<file path="config.mk">
export PLATFORM = sky130hd
export DESIGN_NAME = biu_burst_addrgen
export DESIGN_NICKNAME = d
export VERILOG_FILES = /design/src/rtl/biu_burst_addrgen_pkg.sv /design/src/rtl/biu_next_adr.sv /design/src/rtl/biu_burst_addrgen.sv
export SDC_FILE = /design/constraint.sdc
export NUM_CORES = 1
export LEC_CHECK = 0
export CAP_MARGIN = 5
export CORE_ASPECT_RATIO = 1.25
export CORE_MARGIN = 4
export CORE_UTILIZATION = 50
export DETAILED_ROUTE_END_ITERATION = 6
export HOLD_SLACK_MARGIN = 0.05
export PLACE_DENSITY_LB_ADDON = 0.25
export SYNTH_ARGS = -nofsm -noshare
export SYNTH_HDL_FRONTEND = slang
export SYNTH_HIERARCHICAL = 1
export SYNTH_SLANG_ARGS = --single-unit
</file>
<file path="constraint.sdc">
create_clock -name clk_i -period 3.8 [get_ports clk_i]
set_input_delay 0.76 -clock clk_i [delete_from_list [all_inputs] [get_ports clk_i]]
set_output_delay 0.76 -clock clk_i [all_outputs]
set_load 0.1 [all_outputs]
</file>
<file path="src/rtl/biu_burst_addrgen_pkg.sv">
// Shared BIU request types plus burst helpers for the burst address generator
// and the bus-master address-phase logic.
package biu_burst_addrgen_pkg;

  localparam int unsigned MAX_BURST_BEATS = 16;

  typedef enum logic [2:0] {
    BYTE       = 3'd0,
    HWORD      = 3'd1,
    WORD       = 3'd2,
    DWORD      = 3'd3,
    QWORD      = 3'd4,
    UNDEF_SIZE = 3'd7
  } biu_size_t;

  typedef enum logic [3:0] {
    SINGLE      = 4'd0,
    INCR        = 4'd1,
    WRAP4       = 4'd2,
    INCR4       = 4'd3,
    WRAP8       = 4'd4,
    INCR8       = 4'd5,
    WRAP16      = 4'd6,
    INCR16      = 4'd7,
    UNDEF_BURST = 4'd15
  } biu_type_t;

  // bit0 privileged, bit1 non-secure, bit2 instruction fetch
  typedef enum logic [2:0] {
    PROT_D_USR    = 3'b000,
    PROT_D_PRV    = 3'b001,
    PROT_D_NS_USR = 3'b010,
    PROT_D_NS_PRV = 3'b011,
    PROT_I_USR    = 3'b100,
    PROT_I_PRV    = 3'b101,
    PROT_I_NS_USR = 3'b110,
    PROT_I_NS_PRV = 3'b111
  } biu_prot_t;

  function automatic logic [4:0] biu_beats(biu_type_t t, logic [3:0] len);
    case (t)
      INCR:           return 5'(len) + 5'd1;
      WRAP4, INCR4:   return 5'd4;
      WRAP8, INCR8:   return 5'd8;
      WRAP16, INCR16: return 5'd16;
      default:        return 5'd1;
    endcase
  endfunction

  function automatic logic [7:0] biu_size_bytes(biu_size_t s);
    return 8'd1 << s;
  endfunction

  function automatic logic biu_is_wrap(biu_type_t t);
    return (t == WRAP4) || (t == WRAP8) || (t == WRAP16);
  endfunction

endpackage

</file>
<file path="src/rtl/biu_next_adr.sv">
// Combinational next-beat address for INCR and WRAP bursts; also used by the
// bus master for address-phase prediction.
module biu_next_adr
  import biu_burst_addrgen_pkg::*;
#(
  parameter int unsigned PLEN = 32
) (
  input  logic [PLEN-1:0] adr_i,
  input  biu_size_t       size_i,
  input  biu_type_t       type_i,
  output logic [PLEN-1:0] next_adr_o
);

  logic [PLEN-1:0] incr;
  logic [PLEN-1:0] wrap_mask;
  logic [PLEN-1:0] sum;

  always_comb begin
    incr       = PLEN'(biu_size_bytes(size_i));
    // Wrap window is beats*bytes, always a power of two
    wrap_mask  = (PLEN'(biu_beats(type_i, 4'd0)) << size_i) - PLEN'(1);
    sum        = adr_i + incr;
    next_adr_o = biu_is_wrap(type_i) ? ((adr_i & ~wrap_mask) | (sum & wrap_mask)) : sum;
  end

endmodule

</file>
<file path="src/rtl/biu_burst_addrgen.sv">
// Burst sequencer: accepts one BIU burst request and emits one registered beat
// descriptor per handshake. Optional misalignment rejection via BIU_ALIGN_CHECK_EN.
module biu_burst_addrgen
  import biu_burst_addrgen_pkg::*;
#(
  parameter int unsigned PLEN = 32,
  parameter int unsigned XLEN = 32
) (
  input  logic            clk_i,
  input  logic            rst_i,
  input  logic            req_valid_i,
  output logic            req_ready_o,
  input  logic [PLEN-1:0] req_adr_i,
  input  biu_size_t       req_size_i,
  input  biu_type_t       req_type_i,
  input  logic [3:0]      req_len_i,
  input  biu_prot_t       req_prot_i,
  input  logic            req_we_i,
  output logic            beat_valid_o,
  input  logic            beat_ready_i,
  output logic [PLEN-1:0] beat_adr_o,
  output biu_size_t       beat_size_o,
  output biu_type_t       beat_type_o,
  output biu_prot_t       beat_prot_o,
  output logic            beat_we_o,
  output logic            beat_first_o,
  output logic            beat_last_o,
  output logic            err_o
);

  if (XLEN < 8 || (XLEN % 8) != 0) begin : g_xlen_check
    $error("XLEN must be a non-zero multiple of 8");
  end

  typedef enum logic [0:0] {StIdle, StBurst} state_e;

  state_e          state_q, state_d;
  logic            valid_q, valid_d;
  logic            first_q, first_d;
  logic            last_q, last_d;
  logic [PLEN-1:0] adr_q, adr_d;
  biu_size_t       size_q, size_d;
  biu_type_t       type_q, type_d;
  biu_prot_t       prot_q, prot_d;
  logic            we_q, we_d;
  logic [3:0]      cnt_q, cnt_d;

  logic            take;
  logic            accept;
  logic [4:0]      req_beats;
  logic [PLEN-1:0] off_mask;
  logic [PLEN-1:0] start_adr;
  logic [PLEN-1:0] next_adr;

  biu_next_adr #(
    .PLEN(PLEN)
  ) u_next_adr (
    .adr_i     (adr_q),
    .size_i    (size_q),
    .type_i    (type_q),
    .next_adr_o(next_adr)
  );

  assign take        = valid_q & beat_ready_i;
  assign req_ready_o = (state_q == StIdle) | (take & last_q);
  assign accept      = req_valid_i & req_ready_o;
  assign req_beats   = biu_beats(req_type_i, req_len_i);
  assign off_mask    = PLEN'(biu_size_bytes(req_size_i)) - PLEN'(1);
  assign start_adr   = req_adr_i & ~off_mask;

`ifdef BIU_ALIGN_CHECK_EN
  logic misaligned;
  logic err_q, err_d;
  assign misaligned = |(req_adr_i & off_mask);
  assign err_o      = err_q;
`else
  assign err_o      = 1'b0;
`endif

  always_comb begin
    state_d = state_q;
    valid_d = valid_q;
    first_d = first_q;
    last_d  = last_q;
    adr_d   = adr_q;
    size_d  = size_q;
    type_d  = type_q;
    prot_d  = prot_q;
    we_d    = we_q;
    cnt_d   = cnt_q;
`ifdef BIU_ALIGN_CHECK_EN
    err_d   = 1'b0;
`endif

    if (take) begin
      first_d = 1'b0;
      if (cnt_q == 4'd0) begin
        state_d = StIdle;
        valid_d = 1'b0;
        last_d  = 1'b0;
      end else begin
        adr_d  = next_adr;
        cnt_d  = cnt_q - 4'd1;
        last_d = (cnt_q == 4'd1);
      end
    end

    // A request taken alongside the last beat overrides the return to idle
    if (accept) begin
`ifdef BIU_ALIGN_CHECK_EN
      if (misaligned) begin
        state_d = StIdle;
        valid_d = 1'b0;
        first_d = 1'b0;
        last_d  = 1'b0;
        err_d   = 1'b1;
      end else
`endif
      begin
        state_d = StBurst;
        valid_d = 1'b1;
        first_d = 1'b1;
        last_d  = (req_beats == 5'd1);
        adr_d   = start_adr;
        size_d  = req_size_i;
        type_d  = req_type_i;
        prot_d  = req_prot_i;
        we_d    = req_we_i;
        cnt_d   = 4'(req_beats - 5'd1);
      end
    end
  end

  always_ff @(posedge clk_i or posedge rst_i) begin
    if (rst_i) begin
      state_q <= StIdle;
      valid_q <= 1'b0;
      first_q <= 1'b0;
      last_q  <= 1'b0;
      adr_q   <= '0;
      size_q  <= BYTE;
      type_q  <= SINGLE;
      prot_q  <= PROT_D_USR;
      we_q    <= 1'b0;
      cnt_q   <= 4'd0;
    end else begin
      state_q <= state_d;
      valid_q <= valid_d;
      first_q <= first_d;
      last_q  <= last_d;
      adr_q   <= adr_d;
      size_q  <= size_d;
      type_q  <= type_d;
      prot_q  <= prot_d;
      we_q    <= we_d;
      cnt_q   <= cnt_d;
    end
  end

`ifdef BIU_ALIGN_CHECK_EN
  always_ff @(posedge clk_i or posedge rst_i) begin
    if (rst_i) err_q <= 1'b0;
    else       err_q <= err_d;
  end
`endif

  assign beat_valid_o = valid_q;
  assign beat_first_o = first_q;
  assign beat_last_o  = last_q;
  assign beat_adr_o   = adr_q;
  assign beat_size_o  = size_q;
  assign beat_type_o  = type_q;
  assign beat_prot_o  = prot_q;
  assign beat_we_o    = we_q;

`ifndef SYNTHESIS
  a_legal_size : assert property (@(posedge clk_i) disable iff (rst_i)
    (req_valid_i && req_ready_o) |-> (req_size_i != UNDEF_SIZE));
  a_legal_type : assert property (@(posedge clk_i) disable iff (rst_i)
    (req_valid_i && req_ready_o) |-> (req_type_i != UNDEF_BURST));
`endif

endmodule

</file>
==> impl_metrics.toml <==
[status]
outcome = "completed"

[synth]
syn_nets = 546
synth_area_leader_cell = "dfrtp_1"
yosys_most_used_dff = "dfrtp_1"
synth_edf_count = 0
synthTopCellsByArea = "dfrtp_1, mux2i_1, nand2_1, ha_1, xor2_1"
ys_async_sr_fraction_pct = 100.0
syn-cell-area_um2 = 4008
yosysTopAreaCellShare_pct = 31.22
synthDistinctLibCells = 68
syn_area_per_cell_um2 = 8.367
seq_area_frac_synth_pct = 31.22
yosys_warnings = 6
synthCells = 479
synth-seq-cells = 50

[clock_tree]
clock_path_buffers = 2
cts_buffers = 5
postCtsSetupRepairBufs = 0
htreeDepth = 2
ctsHoldBuffers = 0
post_cts_resized = 0
path_clk_slew_ns = 0.10
clock-root-buffer = "clkbuf_8"
cts_tree = "yes"
clk_latency_ns = 0.30
cts_sinks = 50

[sta]
worst_slew_pin_slew_ns = 1.039
rsz0062_at_grt = "false"
drv_slew = 0
tns_ns = 0
post-route-period-util_pct = 86.89
fmax_mhz = 302.8
finClkSkew_ns = 0.006239
relSlewSlack_pct = 30.61
hold_ws_ns = 0.4805
hold_viol = 0
setup_viol = 0
finalCriticalPeriod_ns = 3.302

[worst_setup_path]
ff2ff_path_depth = 12
cp_num_cells = 12
required_ns = 4.04
setup.worst_path.end = "beat_adr_o[16]"
crit_fanout = 13
r2r-start = "beat_size_o[1]"
rrSetupSlack_ns = 0.50
path_buf_inv = 1
critPathSlowestCell = "dfrtp_1"
critPathMaxStageDelay_ns = 0.52
endpoint_kind = "flop"
crit_chain = "nor3_1 > ha_1 > inv_1 > fa_1 > nor2b_1 > o31a_1 > o21a_1 > and4_1 > and3_1 > xor2_1 > mux2i_1 > o21ai_1"
crit_path_start_kind = "flop"
critPathLaunch = "beat_size_o[1]"
critical-path-top-delay-family = "simple AND/OR/NAND/NOR gates"
critical_path_class = "flop to flop"
worst_ep_arrival_time_ns = 3.54
rr_endpoint = "beat_adr_o[16]"

[grt]
grt_usage_pct = 21.69
grt_max_degree = 51
grt_pass1_vias = 3653
antenna_found_initial = 0
grt_first_pass_wirelength_um = 16910
grt_overflow = 0

[layout]
diodes = 0
seq_area_um2 = 1251
fillers = 674
syn_to_final_growth_pct = 27.63
final_layout_size_suffix_gt1_share_pct = 6.690
fin_nets = 634
multi_input_area_um2 = 2557

[floorplanning]
coreArea_um2 = 7792
die_y_um = 108.1
rows = 36
fp.dieArea_um2 = 9520
die_w_um = 88.08
start_util_pct = 51.43
ios = 99

[placement]
port_buffers = 97
hpwl_um = 7862
gp_congestion = 0.8343

[routing]
routed-via-count = 3839
final_antenna_net_count = 0
wire_per_inst_um = 15.60
drt-initial-drc-count = 290
vias_per_cell = 5.790
firstDrtPassIters = 5
routed_wl_um = 10340
drc = 0

[hold_path]
hp-class = "flop to flop"

[run]
drv_cap = 0
-- synthesized netlist by cell type, drive strengths merged (3+ instances only) --
library cell,count
nand2,81
dfrtp,50
o21ai,46
mux2i,35
nor2,27
a21oi,22
xor2,19
ha,15
inv,15
xnor2,15
buf,14
nor2b,11
clkbuf,10
nand3,10
nor3,10
o21a,8
and3,7
nand2b,7
nand4,7
a31oi,5
nor4,5
nand3b,4
nor3b,4
or3,4
mux2,3
-- flip-flops by register name (all words and copies together), names as in the netlist --
signal,flops
beat_we_o,1
beat_prot_o,3
beat_type_o,4
cnt_q,4
beat_adr_o,32
beat_size_o,3
beat_first_o,1
beat_valid_o,1
beat_last_o,1
-- per-stage QoR --
step / area (µm²) / util, % / instances / worst slack, ns
final: 5115 / 65.64 / 663 / 0.4980
after global routing: 5115 / 65.64 / 663 / 0.2382
after floorplan: 4008 / - / 479 / 0.1317
after CTS: 5115 / 65.64 / 663 / 0.5463
after global placement: 5002 / 64.19 / 655 / 0.7372
after detailed placement: 5002 / 64.19 / 655 / 0.5660
-- how the worst min path moves through the flow --
stage / from / to / slack, ns / depth (start not counted)
global placement: beat_first_o / beat_first_o / 0.46 / 2
global route: beat_prot_o[1] / beat_prot_o[1] / 0.52 / 2
floorplan: cnt_q[0] / cnt_q[0] / 0.58 / 2
finish: beat_first_o / beat_first_o / 0.48 / 2
CTS: beat_first_o / beat_first_o / 0.49 / 2
detailed placement: beat_first_o / beat_first_o / 0.46 / 2
-- layout by cell type, fill, tap and decap left out, drive strengths merged, types with 3 or more instances in the layout --
cell type,instances
or3,4
o21ai,46
nand2b,7
mux2,3
xor2,19
nand2,81
a31oi,5
nor3,10
nor2b,11
xnor2,15
buf,13
inv,16
clkbuf,5
ha,15
nor2,27
o21a,8
nand4,7
nor4,5
dfrtp,50
mux2i,35
and3,7
clkdlybuf4s50,92
nand3,10
a21oi,22
nand3b,4
nor3b,4
-- logic make-up (layout without fill, tap and decap cells) --
| family | count (synthesis) | in the layout | share of synthesized area [%] |
|---|---|---|---|
| adders and majority gates | 16 | 16 | 5.183 |
| and+or+nand+nor | 191 | 191 | 23.54 |
| buffers and inverters | 39 | 128 | 4.995 |
| DFF | 50 | 50 | 31.22 |
| xor gates and xnor gates | 34 | 34 | 7.431 |
| AOI/OAI and AO/OA | 110 | 110 | 17.86 |
| muxes | 38 | 38 | 9.678 |
| other | 1 | 1 | 0.09357 |
-- worst reg2reg max path, stage by stage, from the launching register on --
cell and delay [ns]:
dfrtp_1 0.52, nor3_1 0.42, ha_1 0.26, inv_1 0.06
fa_1 0.38, nor2b_1 0.23, o31a_1 0.24, o21a_1 0.33
and4_1 0.27, and3_1 0.17, xor2_1 0.14, mux2i_1 0.08
o21ai_1 0.13
-- cell type report --
class / instances / area share (%)
clock inverters: 3 / 0.8562
multi-input cells: 390 / 50.00
flip-flops and latches: 50 / 24.46
repair buffers: 105 / 19.91
well taps: 95 / 2.324
clock buffers: 5 / 1.345
inverters: 15 / 1.101
-- routing by layer --
| metal | wire length, µm | up-vias | track usage (%) |
|---|---|---|---|
| li1 | - | 1874 | - |
| met1 | 4294 | 1797 | 27.19 |
| met4 | 240 | 0 | 6.048 |
| met3 | 488 | 26 | 2.668 |
| met2 | 5318 | 142 | 38.79 |
| met5 | 0 | - | 0 |
Power is not shown: default switching activity piles up to over one toggle a cycle in this logic, so the estimate is an artifact.
